**src/rtl/button_debouncer.sv**
```systemverilog
// Purpose : two-flop synchroniser plus stability qualifier for a bouncy push-button pin.
// Latency : a new level captured by the first sync flop at edge E shows on button_clean at E+1+STABLE_CYCLES.
// Backpres: none; free-running, one raw sample per clock, outputs are always valid.
//
// Ports:
//   CLK          system clock, everything on posedge
//   RST          synchronous active-high reset, overrides all other activity
//   button_raw   asynchronous bouncy button pin
//   button_clean debounced level (registered)
//   rise / fall  one-cycle strobes on the edge button_clean goes 0->1 / 1->0
//   busy         high while a candidate level change is being qualified
module button_debouncer #(
  parameter int unsigned STABLE_CYCLES = 4,
  parameter int unsigned CNT_W         = 8
) (
  input  logic CLK,
  input  logic RST,
  input  logic button_raw,
  output logic button_clean,
  output logic rise,
  output logic fall,
  output logic busy
);

  typedef enum logic {
    IDLE = 1'b0,
    QUAL = 1'b1
  } state_t;

  // Count value at which the next differing sample completes qualification.
  localparam logic [CNT_W-1:0] CNT_LAST = CNT_W'(STABLE_CYCLES - 1);
  localparam logic [CNT_W-1:0] CNT_ONE  = CNT_W'(1);
  // With a single-sample requirement the first differing sample is accepted
  // directly from IDLE and QUAL is never entered.
  localparam bit SINGLE = (STABLE_CYCLES == 1);

  state_t           state_q;
  logic             sync0_q;
  logic             sync1_q;
  logic             clean_q;
  logic             rise_q;
  logic             fall_q;
  logic             busy_q;
  logic [CNT_W-1:0] cnt_q;

  always_ff @(posedge CLK) begin
    if (RST) begin
      state_q <= IDLE;
      sync0_q <= 1'b0;
      sync1_q <= 1'b0;
      clean_q <= 1'b0;
      rise_q  <= 1'b0;
      fall_q  <= 1'b0;
      busy_q  <= 1'b0;
      cnt_q   <= '0;
    end else begin
      sync0_q <= button_raw;
      sync1_q <= sync0_q;
      // Strobes are single-cycle: cleared unless an acceptance sets them below.
      rise_q  <= 1'b0;
      fall_q  <= 1'b0;

      case (state_q)
        IDLE: begin
          if (sync1_q != clean_q) begin
            if (SINGLE) begin
              clean_q <= sync1_q;
              rise_q  <= sync1_q;
              fall_q  <= ~sync1_q;
              cnt_q   <= '0;
            end else begin
              state_q <= QUAL;
              busy_q  <= 1'b1;
              cnt_q   <= CNT_ONE;
            end
          end else begin
            cnt_q <= '0;
          end
        end

        QUAL: begin
          if (sync1_q == clean_q) begin
            // Bounced back to the current level: abandon the candidate.
            state_q <= IDLE;
            busy_q  <= 1'b0;
            cnt_q   <= '0;
          end else if (cnt_q == CNT_LAST) begin
            state_q <= IDLE;
            busy_q  <= 1'b0;
            cnt_q   <= '0;
            clean_q <= sync1_q;
            rise_q  <= sync1_q;
            fall_q  <= ~sync1_q;
          end else begin
            cnt_q <= cnt_q + CNT_ONE;
          end
        end

        default: begin
          state_q <= IDLE;
          busy_q  <= 1'b0;
          cnt_q   <= '0;
        end
      endcase
    end
  end

  assign button_clean = clean_q;
  assign rise         = rise_q;
  assign fall         = fall_q;
  assign busy         = busy_q;

endmodule

```
**config.mk**
```make
export PLATFORM = sky130hd
export DESIGN_NAME = button_debouncer
export DESIGN_NICKNAME = d
export VERILOG_FILES = /design/src/rtl/button_debouncer.sv
export SDC_FILE = /design/constraint.sdc
export NUM_CORES = 1
export LEC_CHECK = 0
export CORE_AREA = 2 2 39 41
export DETAILED_ROUTE_END_ITERATION = 16
export DIE_AREA = 0 0 41 43
export GPL_TIMING_DRIVEN = 0
export HOLD_SLACK_MARGIN = 0.06
export PLACE_DENSITY = 0.62
export SETUP_SLACK_MARGIN = 0.15
export SLEW_MARGIN = 20
export SYNTH_ARGS = -nofsm -noshare
export SYNTH_HDL_FRONTEND = slang
export SYNTH_SLANG_ARGS = --single-unit
```
**constraint.sdc**
```tcl
create_clock -name CLK -period 2.96 [get_ports CLK]
set_input_delay 0.592 -clock CLK [delete_from_list [all_inputs] [get_ports CLK]]
set_output_delay 0.592 -clock CLK [all_outputs]
set_load 0.02 [all_outputs]
```
==> flow_summary.yaml, run 1 <==
timing:
  skew_ns: 0.006617
  fin_ws_ns: 1.057
  tightest_slew_ns: 0.3762
  hold_viol: 0
  timing.slew.headroom: 0.7483
  rsz0062_at_grt: "no"
  finalCritPeriodShare: 0.6430
  tns_ns: 0
  slew_viol_final: 0
  finalSetupViolCount: 0
  max_freq_mhz: 525.4
  min_period_ns: 1.903
synthesis:
  synthCells: 59
  synth_top_area_share: 0.5195
  syn-cell-area_um2: 578.1
  synthArstFlopShare: 0
  synth_top_cell_by_area: "dfxtp_1"
  ys_ff_latch: 15
  ys_warn_count: 0
  synth_most_common_cell: "dfxtp_1"
  syn-num-nets: 63
  synthTopCellsByCount: "15 x dfxtp_1, 6 x a21oi_1, 4 x nand2_1"
  synth_area_leaders: "dfxtp_1 52%, a21oi_1 5.2%, xor2_1 4.5%"
  synth_edf_count: 0
  syn_area_per_cell_um2: 9.798
  synth_cell_types: 23
  seq_area_frac_synth: 0.5195
  ys.flop_type: "dfxtp_1"
placed_design:
  globalplace.congestion: 0.6988
  hpwl_um: 703.9
  place_worst_setup_slack_ns: 1.127
  port_buffers: 6
  placed_cell_area_um2: 658.1
  placedCellCount: 81
layout:
  final_area_um2: 685.7
  drive_above_1_share: 0.07246
  nFillCells: 145
  seqCellArea_um2: 300.3
  area_growth_pct: 18.61
  multi_input_area_um2: 270.3
  stdcell_count: 85
  antenna_cells: 0
  nets: 74
setup_path:
  worst_ep_arrival_time_ns: 1.31
  slowest_stage: "clkdlybuf4s50_1"
  end_kind: "output pin"
  critical-path-max-stage-delay_ns: 0.63
  worstSetupPathType: "flip-flop to output pin"
  rrSetupSlack_ns: 1.22
  crit_path_cell_trace: "clkdlybuf4s50_1"
  worstSetupStartpointType: "flip-flop"
  cp_max_fo: 5
  cpLargestDelayFamily: "buffers and inverters"
  worstPathBufferInverterCount: 1
  critPathRequiredTime_ns: 2.37
die:
  fp.dieH_um: 43
  coreArea_mm2: 0.001384
  io_pins: 7
  dieWidth_um: 41
  placementRows: 14
  initial_utilization: 0.4177
  die_area_mm2: 0.001763
detailed_routing:
  drc: 0
  routed_via_density: 5.235
  wl_per_cell_um: 11.15
  drt-pass1-iter-count: 4
  detail-route-antenna-nets: 0
  drt_iter0_drc: 3
  num_vias: 445
  routed_wl_um: 948
clock_tree:
  post_cts_resized: 0
  cts-htree-levels: 1
  postCtsSetupRepairBufs: 0
  clkLatencyLatePin_ns: 0.28
  hold_buffers: 0
  cts-buffers-inserted: 3
  clock_sinks: 15
  root_buffer: "clkbuf_4"
  cts_buffer_depth: 2
  cts.clk_slew.worst_paths_ns: 0.09
  cts_tree: "built"
global_route:
  antenna_found_initial: 0
  grt_pass1_wl_um: 1545
  gr-total-overflow: 0
  grt_pass1_vias: 360
  grtUsageTotal: 0.1314
  grt_max_degree: 10
power_and_ir_drop:
  p_leak_nw: 0.2391
  power_density_mw_per_mm2: 480.3
  ir_worst_vdd_uv: 279.4
worst_hold_path:
  hold_path.class: "flip-flop to flip-flop"
run:
  maxCapViolCount: 0
run_status:
  status: "finished clean"
[sequential cells by signal, indices dropped and copies added, names as in the netlist]
name          count
busy              1
button_clean      1
cnt_q             8
fall              1
rise              1
state_q           1
sync0_q           1
sync1_q           1
[logic make-up after synthesis]
group / after synthesis / share of synthesized area
AOI/OAI and AO/OA: 14 / 0.1429
xor gates and xnor gates: 4 / 0.06062
adders and majority gates: 1 / 0.02164
buffers and inverters: 2 / 0.01299
DFF: 15 / 0.5195
and+or+nand+nor: 23 / 0.2424
[through the flow]
stage / total power [mW] / utilization / hold WS [ns]
after global placement: 0.2218 / 0.4756 / 0.4273
after global routing: 0.3490 / 0.4955 / 0.4931
after CTS: 0.3374 / 0.4955 / 0.4573
final: 0.3293 / 0.4955 / 0.4509
after detailed placement: 0.2219 / 0.4756 / 0.4380
after floorplan: 0.2159 / - / 0.4138
[report_power, final]
| group | internal, mW | switching (mW) | leakage, nW | total (mW) |
|---|---|---|---|---|
| Sequential | 0.204 | 0.00160 | 0.122 | 0.206 |
| Clock | 0.0501 | 0.0623 | 0.0177 | 0.112 |
| Combinational | 0.00614 | 0.00476 | 0.0999 | 0.0109 |
[cells in the final DEF (no fill, tap or decap)]
cell type	n
o21ai_0	3
or4_1	2
and4b_1	1
nand3_1	2
nor2_1	3
nand2b_1	1
o21bai_1	1
clkdlybuf4s50_1	6
or3_1	3
nand2_1	4
o211ai_1	1
xor2_1	3
xnor2_1	1
nor3b_1	1
nor2b_1	3
nor3_1	1
clkbuf_4	3
dfxtp_1	15
a211oi_1	1
inv_1	2
or4b_4	1
clkinv_2	1
o31ai_1	2
and4_1	1
a21oi_1	6
ha_1	1
[final timing paths]
check	start	endpoint	cells after the start
worst max register to register	cnt_q[0]	button_clean	4
worst min register to register	sync0_q	sync1_q	1
worst min-delay path	sync0_q	sync1_q	1
worst max-delay path	button_clean	button_clean	1
[area by class of cell]
class | count | share of cell area
flip-flops and latches | 15 | 0.4380
multi-input cells | 42 | 0.3942
clock inverters | 1 | 0.007299
well taps | 16 | 0.02920
repair buffers | 6 | 0.08759
clock buffers | 3 | 0.03285
inverters | 2 | 0.01095
[per-layer routing]
metal	wire, µm	vias up	GRT usage
met1	506	206	0.1776
met2	409	5	0.1719
met3	22	2	0.04712
li1	-	232	-
met5	0	-	0
met4	10	0	0.08000
Note: power is estimated with default switching activity, not from simulation.
==> inputs of run 2 (changes only) <==
--- a/config.mk
+++ b/config.mk
@@ -10,7 +10,7 @@
 export DIE_AREA = 0 0 41 43
 export GPL_TIMING_DRIVEN = 0
 export HOLD_SLACK_MARGIN = 0.06
-export PLACE_DENSITY = 0.62
+export PLACE_DENSITY = 0.64
 export SETUP_SLACK_MARGIN = 0.15
 export SLEW_MARGIN = 20
 export SYNTH_ARGS = -nofsm -noshare
==> constraint.sdc (replaced) <==
create_clock -name CLK -period 1.7 [get_ports CLK]
set_input_delay 0.34 -clock CLK [delete_from_list [all_inputs] [get_ports CLK]]
set_output_delay 0.34 -clock CLK [all_outputs]
set_load 0.02 [all_outputs]
==> flow_summary.yaml, run 2 (synthesized netlist as in run 1, its figures left out) <==
setup_path:
  worstSetupPathType: "flip-flop to flip-flop"
  worst_ep_arrival_time_ns: 1.88
  cp_max_fo: 3
  critPathRequiredTime_ns: 1.92
  end_kind: "flip-flop"
  worstSetupStartpointType: "flip-flop"
global_route:
  grtUsageTotal: 0.1457
  gr-total-overflow: 0
  grt_pass1_wl_um: 1738
  grt_pass1_vias: 419
  grt_max_degree: 9
  antenna_found_initial: 0
timing:
  hold_viol: 0
  max_freq_mhz: 601.9
  tightest_slew_ns: 0.3521
  rsz0062_at_grt: "yes"
  hold_ws_ns: 0.4480
  skew_ns: 0.007252
  fin_ws_ns: 0.03872
  tns_ns: 0
  slew_viol_final: 0
  min_period_ns: 1.661
  timing.slew.headroom: 0.7644
  finalSetupViolCount: 0
  finalCritPeriodShare: 0.9772
layout:
  area_growth_pct: 25.32
  layout_common_cells: "13 x dfxtp_1, 5 x a21oi_1, 4 x nand2_1"
  drive_above_1_share: 0.1549
  final_util: 0.5235
  stdcell_count: 87
  final_area_um2: 724.4
  antenna_cells: 0
  layout_commonest_cell: "dfxtp_1"
  nets: 76
  regMostFlops: "cnt_q"
  largest_reg_flops: 8
placed_design:
  placed_cell_area_um2: 660.6
  globalplace.congestion: 0.7208
  placedCellCount: 81
  port_buffers: 6
  place_worst_setup_slack_ns: -0.01676
  hpwl_um: 683
detailed_routing:
  drc: 0
  detail-route-antenna-nets: 0
  wl_per_cell_um: 11.46
  num_vias: 470
  drt-pass1-iter-count: 4
  routed_via_density: 5.402
  routed_wl_um: 997
  drt_iter0_drc: 4
power_and_ir_drop:
  p_leak_nw: 0.2922
  power_density_mw_per_mm2: 798.3
  ir_worst_vdd_uv: 431.6
  p_total_mw: 0.5783
run_status:
  status: "finished clean"
clock_tree:
  clock_sinks: 15
  cts.clk_slew.worst_paths_ns: 0.09
  cts-htree-levels: 1
  clkLatencyLatePin_ns: 0.28
  root_buffer: "clkbuf_4"
  cts_buffer_depth: 2
  cts_tree: "built"
  cts-buffers-inserted: 3
run:
  maxCapViolCount: 0
worst_hold_path:
  hold_path.class: "flip-flop to flip-flop"
die:
  coreArea_mm2: 0.001384
  dieWidth_um: 41
  io_pins: 7
  initial_utilization: 0.4177
  placementRows: 14
  die_area_mm2: 0.001763
  fp.dieH_um: 43
## run 2: power breakdown
group	switching, mW	internal, mW
logic	0.00870	0.00985
clock network	0.109	0.0911
registers	0.00334	0.356
total	0.121	0.457
## run 2: path summary, 6_finish.rpt
path	startpoint	endpoint	slack, ns	cells after the start
hold reg to reg	sync0_q	sync1_q	0.45	1
hold / removal	sync0_q	sync1_q	0.45	1
setup / recovery	cnt_q[0]	button_clean	0.04	4
setup reg to reg	cnt_q[0]	button_clean	0.04	4
## run 2: critical path, stage by stage, from the launching register on
cell and delay [ns]:
dfxtp_2 0.36, ha_4 0.14, or4b_4 0.47, or4_4 0.49, a21oi_2 0.13
## run 2: layer usage
metal	routed length (µm)	part of all wire	track usage
met1	505	0.51	0.2079
met2	424	0.43	0.1875
met3	37	0.037	0.03141
met4	29	0.029	0.1000
met5	0	0	0
## run 2: area by class of cell
type	instances	area, µm²
inverters	2	7.507
clock buffers	4	26.28
multi-input cells	42	290.3
well taps	16	20.02
repair buffers	8	77.57
flip-flops and latches	15	302.8
fillers	151	659.4
## run 2: repair_timing
| action | in CTS | in global routing |
|---|---|---|
| pin swaps | 1 | 2 |
| buffers inserted | 1 | 1 |
| resized for setup | 4 | 5 |
| hold buffers | 0 | 0 |
| endpoints found under the setup margin | 9 | 10 |
==> inputs of run 3 (changes only) <==
--- a/config.mk
+++ b/config.mk
@@ -12,7 +12,6 @@
 export HOLD_SLACK_MARGIN = 0.06
 export PLACE_DENSITY = 0.64
 export SETUP_SLACK_MARGIN = 0.15
-export SLEW_MARGIN = 20
 export SYNTH_ARGS = -nofsm -noshare
 export SYNTH_HDL_FRONTEND = slang
 export SYNTH_SLANG_ARGS = --single-unit
==> results of run 3 <==
Same layout as run 2: the final DEF is identical, and so are final timing and power.
